==> src/rtl/carfield_region_decoder_if.sv <==
// Config and lookup port bundle of carfield_region_decoder.
// master: host / crossbar side, slave: the decoder.
interface carfield_region_decoder_if #(
   parameter int unsigned AddrWidth = 48,
   parameter int unsigned IdxWidth  = 4
);
   logic                 cfg_req_i;
   logic                 cfg_we_i;
   logic [9:0]           cfg_addr_i;
   logic [31:0]          cfg_wdata_i;
   logic                 cfg_gnt_o;
   logic                 cfg_rvalid_o;
   logic [31:0]          cfg_rdata_o;
   logic                 cfg_err_o;
   logic                 lk_valid_i;
   logic                 lk_ready_o;
   logic [AddrWidth-1:0] lk_addr_i;
   logic                 lk_valid_o;
   logic                 lk_ready_i;
   logic [IdxWidth-1:0]  lk_idx_o;
   logic                 lk_hit_o;

   modport master (
      output cfg_req_i, cfg_we_i, cfg_addr_i, cfg_wdata_i, lk_valid_i, lk_addr_i, lk_ready_i,
      input  cfg_gnt_o, cfg_rvalid_o, cfg_rdata_o, cfg_err_o, lk_ready_o, lk_valid_o,
             lk_idx_o, lk_hit_o
   );

   modport slave (
      input  cfg_req_i, cfg_we_i, cfg_addr_i, cfg_wdata_i, lk_valid_i, lk_addr_i, lk_ready_i,
      output cfg_gnt_o, cfg_rvalid_o, cfg_rdata_o, cfg_err_o, lk_ready_o, lk_valid_o,
             lk_idx_o, lk_hit_o
   );
endinterface

==> src/rtl/carfield_region_decoder.sv <==
// Runtime-programmable address-map decoder for the Carfield island ports.
// NumRegions base/size windows with enable and sticky lock, 1-stage lookup
// pipeline with lowest-index priority, saturating decode-error counter.
// Optional macro CARFIELD_REGION_DEC_ERRLOG_EN adds the ERRADDR first-miss log.
module carfield_region_decoder #(
   parameter int unsigned NumRegions = 8,
   parameter int unsigned AddrWidth  = 48,
   parameter int unsigned IdxWidth   = 4,
   parameter int unsigned CntWidth   = 16,
   parameter logic [NumRegions-1:0][63:0] RstBase = '0,
   parameter logic [NumRegions-1:0][63:0] RstSize = '0,
   parameter logic [NumRegions-1:0]       RstEn   = '0
) (
   input logic                    clk_i,
   input logic                    rst_i,
   carfield_region_decoder_if.slave bus
);

   logic [AddrWidth-1:0] base_q [NumRegions];
   logic [AddrWidth-1:0] size_q [NumRegions];
   logic [63:0]          base64 [NumRegions];
   logic [63:0]          size64 [NumRegions];
   logic [AddrWidth:0]   lim    [NumRegions];
   logic [NumRegions-1:0] en_q, lock_q, match, rwe;
   logic [CntWidth-1:0]  cnt_q;

   logic                 rvalid_q, err_q;
   logic [31:0]          rdata_q;
   logic                 lk_valid_q, lk_hit_q;
   logic [IdxWidth-1:0]  lk_idx_q;

   logic                 aligned, reg_space, cnt_clr;
   logic [3:0]           ridx;
   logic [2:0]           roff;
   logic [6:0]           gword;
   logic [31:0]          rd_data;
   logic                 rd_err, rd_locked, rd_mapped;
   logic                 m_hit, lk_ready, lk_accept, lk_miss;
   logic [IdxWidth-1:0]  m_idx;

   assign aligned   = (bus.cfg_addr_i[1:0] == 2'b00);
   assign reg_space = !bus.cfg_addr_i[9];
   assign ridx      = bus.cfg_addr_i[8:5];
   assign roff      = bus.cfg_addr_i[4:2];
   assign gword     = bus.cfg_addr_i[8:2];
   assign cnt_clr   = bus.cfg_req_i && bus.cfg_we_i && aligned && !reg_space && (gword == 7'd0);

   assign lk_ready  = !lk_valid_q || bus.lk_ready_i;
   assign lk_accept = bus.lk_valid_i && lk_ready;
   assign lk_miss   = lk_accept && !m_hit;

   for (genvar g = 0; g < NumRegions; g++) begin : g_region
      assign base64[g] = 64'(base_q[g]);
      assign size64[g] = 64'(size_q[g]);
      // Window end kept one bit wider so windows at the top of the space do not wrap.
      assign lim[g]    = {1'b0, base_q[g]} + {1'b0, size_q[g]};
      assign match[g]  = en_q[g] && (size_q[g] != '0) && (bus.lk_addr_i >= base_q[g]) &&
                         ({1'b0, bus.lk_addr_i} < lim[g]);
      assign rwe[g]    = bus.cfg_req_i && bus.cfg_we_i && aligned && reg_space &&
                         (ridx == 4'(g)) && !lock_q[g];
   end

`ifdef CARFIELD_REGION_DEC_ERRLOG_EN
   logic [AddrWidth-1:0] eaddr_q;
   logic [63:0]          eaddr64;
   assign eaddr64 = 64'(eaddr_q);

   // First-miss address log, cleared together with the error counter.
   always_ff @(posedge clk_i or posedge rst_i) begin
      if (rst_i) begin
         eaddr_q <= '0;
      end else if (cnt_clr) begin
         eaddr_q <= lk_miss ? bus.lk_addr_i : '0;
      end else if (lk_miss && (cnt_q == '0)) begin
         eaddr_q <= bus.lk_addr_i;
      end
   end
`endif

   // Config read mux and access-error decode.
   always_comb begin
      rd_data   = '0;
      rd_err    = 1'b0;
      rd_locked = 1'b0;
      rd_mapped = 1'b0;
      if (!aligned) begin
         rd_err = 1'b1;
      end else if (reg_space) begin
         for (int i = 0; i < int'(NumRegions); i++) begin
            if (ridx == 4'(i)) begin
               rd_mapped = 1'b1;
               rd_locked = lock_q[i];
               case (roff)
                  3'd0:    rd_data = base64[i][31:0];
                  3'd1:    rd_data = base64[i][63:32];
                  3'd2:    rd_data = size64[i][31:0];
                  3'd3:    rd_data = size64[i][63:32];
                  3'd4:    rd_data = {30'd0, lock_q[i], en_q[i]};
                  default: rd_mapped = 1'b0;
               endcase
            end
         end
         rd_err = !rd_mapped;
      end else begin
         case (gword)
            7'd0:    rd_data = 32'(cnt_q);
`ifdef CARFIELD_REGION_DEC_ERRLOG_EN
            7'd1:    rd_data = eaddr64[31:0];
            7'd2:    rd_data = eaddr64[63:32];
`endif
            default: rd_err = 1'b1;
         endcase
      end
   end

   // Config response, one cycle after the grant.
   always_ff @(posedge clk_i or posedge rst_i) begin
      if (rst_i) begin
         rvalid_q <= 1'b0;
         rdata_q  <= '0;
         err_q    <= 1'b0;
      end else begin
         rvalid_q <= bus.cfg_req_i;
         rdata_q  <= (bus.cfg_req_i && !bus.cfg_we_i) ? rd_data : '0;
         err_q    <= bus.cfg_req_i && (rd_err || (bus.cfg_we_i && rd_locked));
      end
   end

   // Region map state; lock is sticky until reset.
   always_ff @(posedge clk_i or posedge rst_i) begin
      if (rst_i) begin
         for (int i = 0; i < int'(NumRegions); i++) begin
            base_q[i] <= AddrWidth'(RstBase[i]);
            size_q[i] <= AddrWidth'(RstSize[i]);
            en_q[i]   <= RstEn[i];
            lock_q[i] <= 1'b0;
         end
      end else begin
         for (int i = 0; i < int'(NumRegions); i++) begin
            if (rwe[i]) begin
               case (roff)
                  3'd0: base_q[i] <= AddrWidth'({base64[i][63:32], bus.cfg_wdata_i});
                  3'd1: base_q[i] <= AddrWidth'({bus.cfg_wdata_i, base64[i][31:0]});
                  3'd2: size_q[i] <= AddrWidth'({size64[i][63:32], bus.cfg_wdata_i});
                  3'd3: size_q[i] <= AddrWidth'({bus.cfg_wdata_i, size64[i][31:0]});
                  3'd4: begin
                     en_q[i] <= bus.cfg_wdata_i[0];
                     if (bus.cfg_wdata_i[1]) lock_q[i] <= 1'b1;
                  end
                  default: ;
               endcase
            end
         end
      end
   end

   // Priority select: lowest matching index wins.
   always_comb begin
      m_hit = 1'b0;
      m_idx = '0;
      for (int i = int'(NumRegions) - 1; i >= 0; i--) begin
         if (match[i]) begin
            m_hit = 1'b1;
            m_idx = IdxWidth'(i);
         end
      end
   end

   // Lookup result stage, held while the consumer stalls.
   always_ff @(posedge clk_i or posedge rst_i) begin
      if (rst_i) begin
         lk_valid_q <= 1'b0;
         lk_idx_q   <= '0;
         lk_hit_q   <= 1'b0;
      end else if (lk_accept) begin
         lk_valid_q <= 1'b1;
         lk_idx_q   <= m_idx;
         lk_hit_q   <= m_hit;
      end else if (bus.lk_ready_i) begin
         lk_valid_q <= 1'b0;
      end
   end

   // Saturating decode-error counter; a same-cycle clear and miss leaves 1.
   always_ff @(posedge clk_i or posedge rst_i) begin
      if (rst_i) begin
         cnt_q <= '0;
      end else if (cnt_clr) begin
         cnt_q <= lk_miss ? CntWidth'(1) : '0;
      end else if (lk_miss && (cnt_q != '1)) begin
         cnt_q <= cnt_q + CntWidth'(1);
      end
   end

   assign bus.cfg_gnt_o    = bus.cfg_req_i;
   assign bus.cfg_rvalid_o = rvalid_q;
   assign bus.cfg_rdata_o  = rdata_q;
   assign bus.cfg_err_o    = err_q;
   assign bus.lk_ready_o   = lk_ready;
   assign bus.lk_valid_o   = lk_valid_q;
   assign bus.lk_idx_o     = lk_idx_q;
   assign bus.lk_hit_o     = lk_hit_q;

endmodule

==> src/flat_wrapper.sv <==
// flat-port wrapper written by rule: the top's interface ports become plain ports
module carfield_region_decoder_flat 
#(
   parameter int unsigned NumRegions = 8,
   parameter int unsigned AddrWidth  = 48,
   parameter int unsigned IdxWidth   = 4,
   parameter int unsigned CntWidth   = 16,
   parameter logic [NumRegions-1:0][63:0] RstBase = '0,
   parameter logic [NumRegions-1:0][63:0] RstSize = '0,
   parameter logic [NumRegions-1:0]       RstEn   = '0
)
  (clk_i, rst_i, bus_cfg_req_i, bus_cfg_we_i, bus_cfg_addr_i, bus_cfg_wdata_i, bus_lk_valid_i, bus_lk_addr_i, bus_lk_ready_i, bus_cfg_gnt_o, bus_cfg_rvalid_o, bus_cfg_rdata_o, bus_cfg_err_o, bus_lk_ready_o, bus_lk_valid_o, bus_lk_idx_o, bus_lk_hit_o);
  carfield_region_decoder_if #(.AddrWidth(AddrWidth), .IdxWidth(IdxWidth)) bus_i ();
  input logic clk_i;
  input logic rst_i;
  input wire logic [$bits(bus_i.cfg_req_i)-1:0] bus_cfg_req_i;
  input wire logic [$bits(bus_i.cfg_we_i)-1:0] bus_cfg_we_i;
  input wire logic [$bits(bus_i.cfg_addr_i)-1:0] bus_cfg_addr_i;
  input wire logic [$bits(bus_i.cfg_wdata_i)-1:0] bus_cfg_wdata_i;
  input wire logic [$bits(bus_i.lk_valid_i)-1:0] bus_lk_valid_i;
  input wire logic [$bits(bus_i.lk_addr_i)-1:0] bus_lk_addr_i;
  input wire logic [$bits(bus_i.lk_ready_i)-1:0] bus_lk_ready_i;
  output wire logic [$bits(bus_i.cfg_gnt_o)-1:0] bus_cfg_gnt_o;
  output wire logic [$bits(bus_i.cfg_rvalid_o)-1:0] bus_cfg_rvalid_o;
  output wire logic [$bits(bus_i.cfg_rdata_o)-1:0] bus_cfg_rdata_o;
  output wire logic [$bits(bus_i.cfg_err_o)-1:0] bus_cfg_err_o;
  output wire logic [$bits(bus_i.lk_ready_o)-1:0] bus_lk_ready_o;
  output wire logic [$bits(bus_i.lk_valid_o)-1:0] bus_lk_valid_o;
  output wire logic [$bits(bus_i.lk_idx_o)-1:0] bus_lk_idx_o;
  output wire logic [$bits(bus_i.lk_hit_o)-1:0] bus_lk_hit_o;
  assign bus_i.cfg_req_i = bus_cfg_req_i;
  assign bus_i.cfg_we_i = bus_cfg_we_i;
  assign bus_i.cfg_addr_i = bus_cfg_addr_i;
  assign bus_i.cfg_wdata_i = bus_cfg_wdata_i;
  assign bus_i.lk_valid_i = bus_lk_valid_i;
  assign bus_i.lk_addr_i = bus_lk_addr_i;
  assign bus_i.lk_ready_i = bus_lk_ready_i;
  assign bus_cfg_gnt_o = bus_i.cfg_gnt_o;
  assign bus_cfg_rvalid_o = bus_i.cfg_rvalid_o;
  assign bus_cfg_rdata_o = bus_i.cfg_rdata_o;
  assign bus_cfg_err_o = bus_i.cfg_err_o;
  assign bus_lk_ready_o = bus_i.lk_ready_o;
  assign bus_lk_valid_o = bus_i.lk_valid_o;
  assign bus_lk_idx_o = bus_i.lk_idx_o;
  assign bus_lk_hit_o = bus_i.lk_hit_o;
  carfield_region_decoder #(.NumRegions(NumRegions), .AddrWidth(AddrWidth), .IdxWidth(IdxWidth), .CntWidth(CntWidth), .RstBase(RstBase), .RstSize(RstSize), .RstEn(RstEn)) u_core (.clk_i(clk_i), .rst_i(rst_i), .bus(bus_i));
endmodule
==> config.mk <==
export PLATFORM = sky130hd
export DESIGN_NAME = carfield_region_decoder_flat
export DESIGN_NICKNAME = d
export VERILOG_FILES = /design/src/rtl/carfield_region_decoder_if.sv /design/src/rtl/carfield_region_decoder.sv /design/src/flat_wrapper.sv
export SDC_FILE = /design/constraint.sdc
export NUM_CORES = 2
export LEC_CHECK = 0
export CAP_MARGIN = 20
export CORE_ASPECT_RATIO = 0.9
export CORE_MARGIN = 8
export CORE_UTILIZATION = 50
export CTS_CLUSTER_DIAMETER = 120
export DETAILED_ROUTE_END_ITERATION = 10
export PLACE_DENSITY = 0.74
export SLEW_MARGIN = 5
export SYNTH_ARGS = -nofsm -noshare
export SYNTH_HDL_FRONTEND = slang
export SYNTH_SLANG_ARGS = --single-unit
==> constraint.sdc <==
create_clock -name clk_i -period 32.6 [get_ports clk_i]
set_input_delay 6.52 -clock clk_i [delete_from_list [all_inputs] [get_ports clk_i]]
set_output_delay 6.52 -clock clk_i [all_outputs]
set_load 0.005 [all_outputs]
==> out/results.tsv <==
metric	value	unit
post_cts_buffers	0	
netlist_area	73700	sq um
wl	370000	um
nets	9720	
power	2.71	mW
min_path_type	reg2reg	
path_class	in2out	
synth_edf_count	0	
clk_path_buf_depth	3	
cp_slowest_cell	clkdlybuf4s50_1	
cts_tree	built	
die_h	380	um
vias	73900	
clkSinkCount	839	
synth_top_area_share	28.5	%
route.detailed.drc	0	
drive_above_1_share	10.1	%
synthDistinctLibCells	94	
crit_chain	clkdlybuf4s50_1 > nand2b_1 > clkdlybuf4s50_1	
r2r_start	u_core.size64[256]	
ys.flop_type	dfrtp_1	
routedWlPerCell	35.0	um
cp.arrival	7.65	ns
rsz0062_at_grt	false	
r2r_slack	23.81	ns
status	complete, no violations	
core_area	146000	sq um
ctsRootBufferMaster	clkbuf_16	
whs_endpoint	u_core.bus.lk_hit_o	
r2r_cells	22	
timing.setup.tns	0	ns
ys_warn_count	0	
power.density	33.2	nW/um^2
cp.required	26.08	ns
critPathBufInv	2	
tightest_slew	1.40	ns
synthArstFlopShare	100	%
seq_area_frac_synth	28.5	%
grt_pass1_vias	69400	
synth_area_per_cell	8.83	sq um
finalCritPeriodShare	43.5	%
max_stage_delay	0.52	ns
vdd.ir_drop.worst	0.0383	mV
row_count	133	
dieWidth	421	um
finalSetupViolCount	0	
synth_seq_cells	839	
min_from	u_core.bus.lk_hit_o	
die-area	160000	sq um
holdPathStages	2	
firstDrtPassIters	10	
crit_top_cell	clkdlybuf4s50_1	
yosys.area.top_type	dfrtp_1	
leakagePower	37.3	nW
clk_latency	0.76	ns
cts_resized	0	
preCtsSetupSlack	18.43	ns
grt_pass1_wl	512000	um
end_kind	primary output	
drtIter0Drc	10600	
cts-buffers-inserted	99	
overflow	0	
path_delay_family	buffers and inverters	
r2r_end	u_core.cnt_q[5]	
start_kind	input port	
h-tree-depth	3	
drv_slew	0	
place_congestion	1.11	
io_pins	138	
worst-path-max-fanout	4	
setup_slack	18.43	ns
place_hpwl	276000	um
synth_cells	8348	
grt_max_degree	135	
clk_pin_slew	0.05	ns
io_buffers	136	
synth_area_leaders	dfrtp_1 28%, ha_1 19%, mux2_2 6.0%	
relSlewSlack	6.60	%
grt.total_usage	44.3	%
finalHoldViolCount	0	
min_period	14.17	ns
synth_nets	9597	
viasPerCell	7.00	
syn2layout_area_growth	10.8	%
grt_antenna_before_repair	39	
max_cap_violations	0	
antenna_left	0	
clock.fmax	70.6	MHz
ctsHoldBuffers	0	
initial_core_util	50.4	%
clock-skew-final	0.0434	ns
## state kept, by name, summed over array words and instances, names as in the netlist
name                     cells
u_core.bus.cfg_rdata_o      32
u_core.size64              384
u_core.base64              384
u_core.bus.lk_valid_o        1
u_core.en_q                  8
u_core.cnt_q                16
u_core.lock_q                8
u_core.bus.lk_hit_o          1
u_core.bus.lk_idx_o          3
u_core.bus.cfg_rvalid_o      1
u_core.bus.cfg_err_o         1
## area by class of cell
cell class              instances  area (sq um)
clock inverters                51           741
inverters                     506          1910
clock buffers                 132          2760
fillers                     13400         64600
diodes                         45           113
flip-flops and latches        839         21000
multi-input cells            6701         49800
repair buffers                324          2830
well taps                    1957          2450
## placed cells by master (no fill, tap or decap), types with 57 or more instances in the layout
cell type	synthesis	final
o22ai_1	87	87
nor2b_1	66	66
nand2_1	832	818
o211ai_1	57	57
a21o_1	344	344
clkdlybuf4s50_1	0	131
a22oi_1	243	243
nor3_1	113	110
inv_1	506	505
buf_4	2	177
xor2_1	192	192
a211oi_1	84	81
nand4_1	169	169
o21a_1	84	84
ha_1	1145	1145
o21ai_0	765	765
nand2b_1	80	79
mux2_2	393	393
xnor2_1	148	148
a21oi_1	636	636
clkbuf_16	0	100
nand3_1	118	118
nor4_1	129	119
dfrtp_1	839	839
a221oi_1	93	93
nor2_1	309	306
## cells in the mapped netlist, types with 148 or more instances
master / number
ha_1: 1145
clkbuf_1: 267
nand2_1: 832
a21oi_1: 636
nor2_1: 309
a21o_1: 344
nand4_1: 169
a22oi_1: 243
xor2_1: 192
dfrtp_1: 839
o21ai_0: 765
xnor2_1: 148
inv_1: 506
mux2_2: 393
## worst max path at each step
| stage | startpoint | endpoint | cells after the start |
|---|---|---|---|
| floorplan | rst_i | u_core.base64[0] | 1 |
| global placement | bus_lk_ready_i | bus_lk_ready_o | 3 |
| detailed placement | bus_lk_ready_i | bus_lk_ready_o | 3 |
| CTS | bus_lk_ready_i | bus_lk_ready_o | 3 |
| global route | bus_lk_ready_i | bus_lk_ready_o | 3 |
| finish | bus_lk_ready_i | bus_lk_ready_o | 3 |
## worst register-to-register path, stage by stage, from the launching register on
cell and delay [ns]:
dfrtp_1 0.44, ha_1 0.28, fa_1 0.45, a211oi_1 0.36, o211ai_1 0.23, a211oi_1 0.81
nor3b_1 0.24, o211ai_1 0.86, a21oi_1 0.26, o41ai_1 0.59, o221ai_1 0.26, a21o_1 0.23
a21oi_1 0.17, xor2_1 0.18, ha_1 0.27, a211oi_2 0.83, o2111ai_1 0.50, o311ai_0 0.63
o21ai_1 0.24, nand2_2 0.15, and4bb_1 0.33, a31o_1 0.23, a21oi_1 0.14
## layer usage
metal / up-vias / GRT usage, % / wire (um)
li1: 31500 / - / -
met1: 35900 / 56.0 / 137000
met2: 5181 / 61.9 / 147000
met3: 1278 / 15.4 / 50100
met4: 22 / 32.8 / 35300
met5: - / 0 / 161
## stage by stage
stage          instance area [sq um]  hold slack, ns  util, %  cells
6_report                       81600           0.510     55.8  10600
5_1_grt                        81500           0.549     55.7  10500
4_1_cts                        81400           0.514     55.7  10500
3_5_place_dp                   77900           0.502     53.3  10300
3_3_place_gp                   77900           0.489     53.2  10300
2_1_floorplan                  73700           0.467        -   8348
## power breakdown
part	internal (mW)	total (mW)	switching [mW]	leakage, nW
Clock	0.723	1.23	0.510	1.69
Combinational	0.115	0.399	0.285	23.9
Sequential	1.06	1.08	0.0221	11.7
Total	1.89	2.71	0.817	37.3
## logic make-up after synthesis
kind of cell             share of synthesized area (%)
other                                          0.00509
multiplexers                                      6.69
adder cells (fa/ha/maj)                           19.7
flip-flops                                        28.5
AO/OA/AOI/OAI                                     24.0
XOR/XNOR                                          4.04
buffers and inverters                             4.14
AND/OR/NAND/NOR                                   13.0
(Power assumes the default switching activity.)
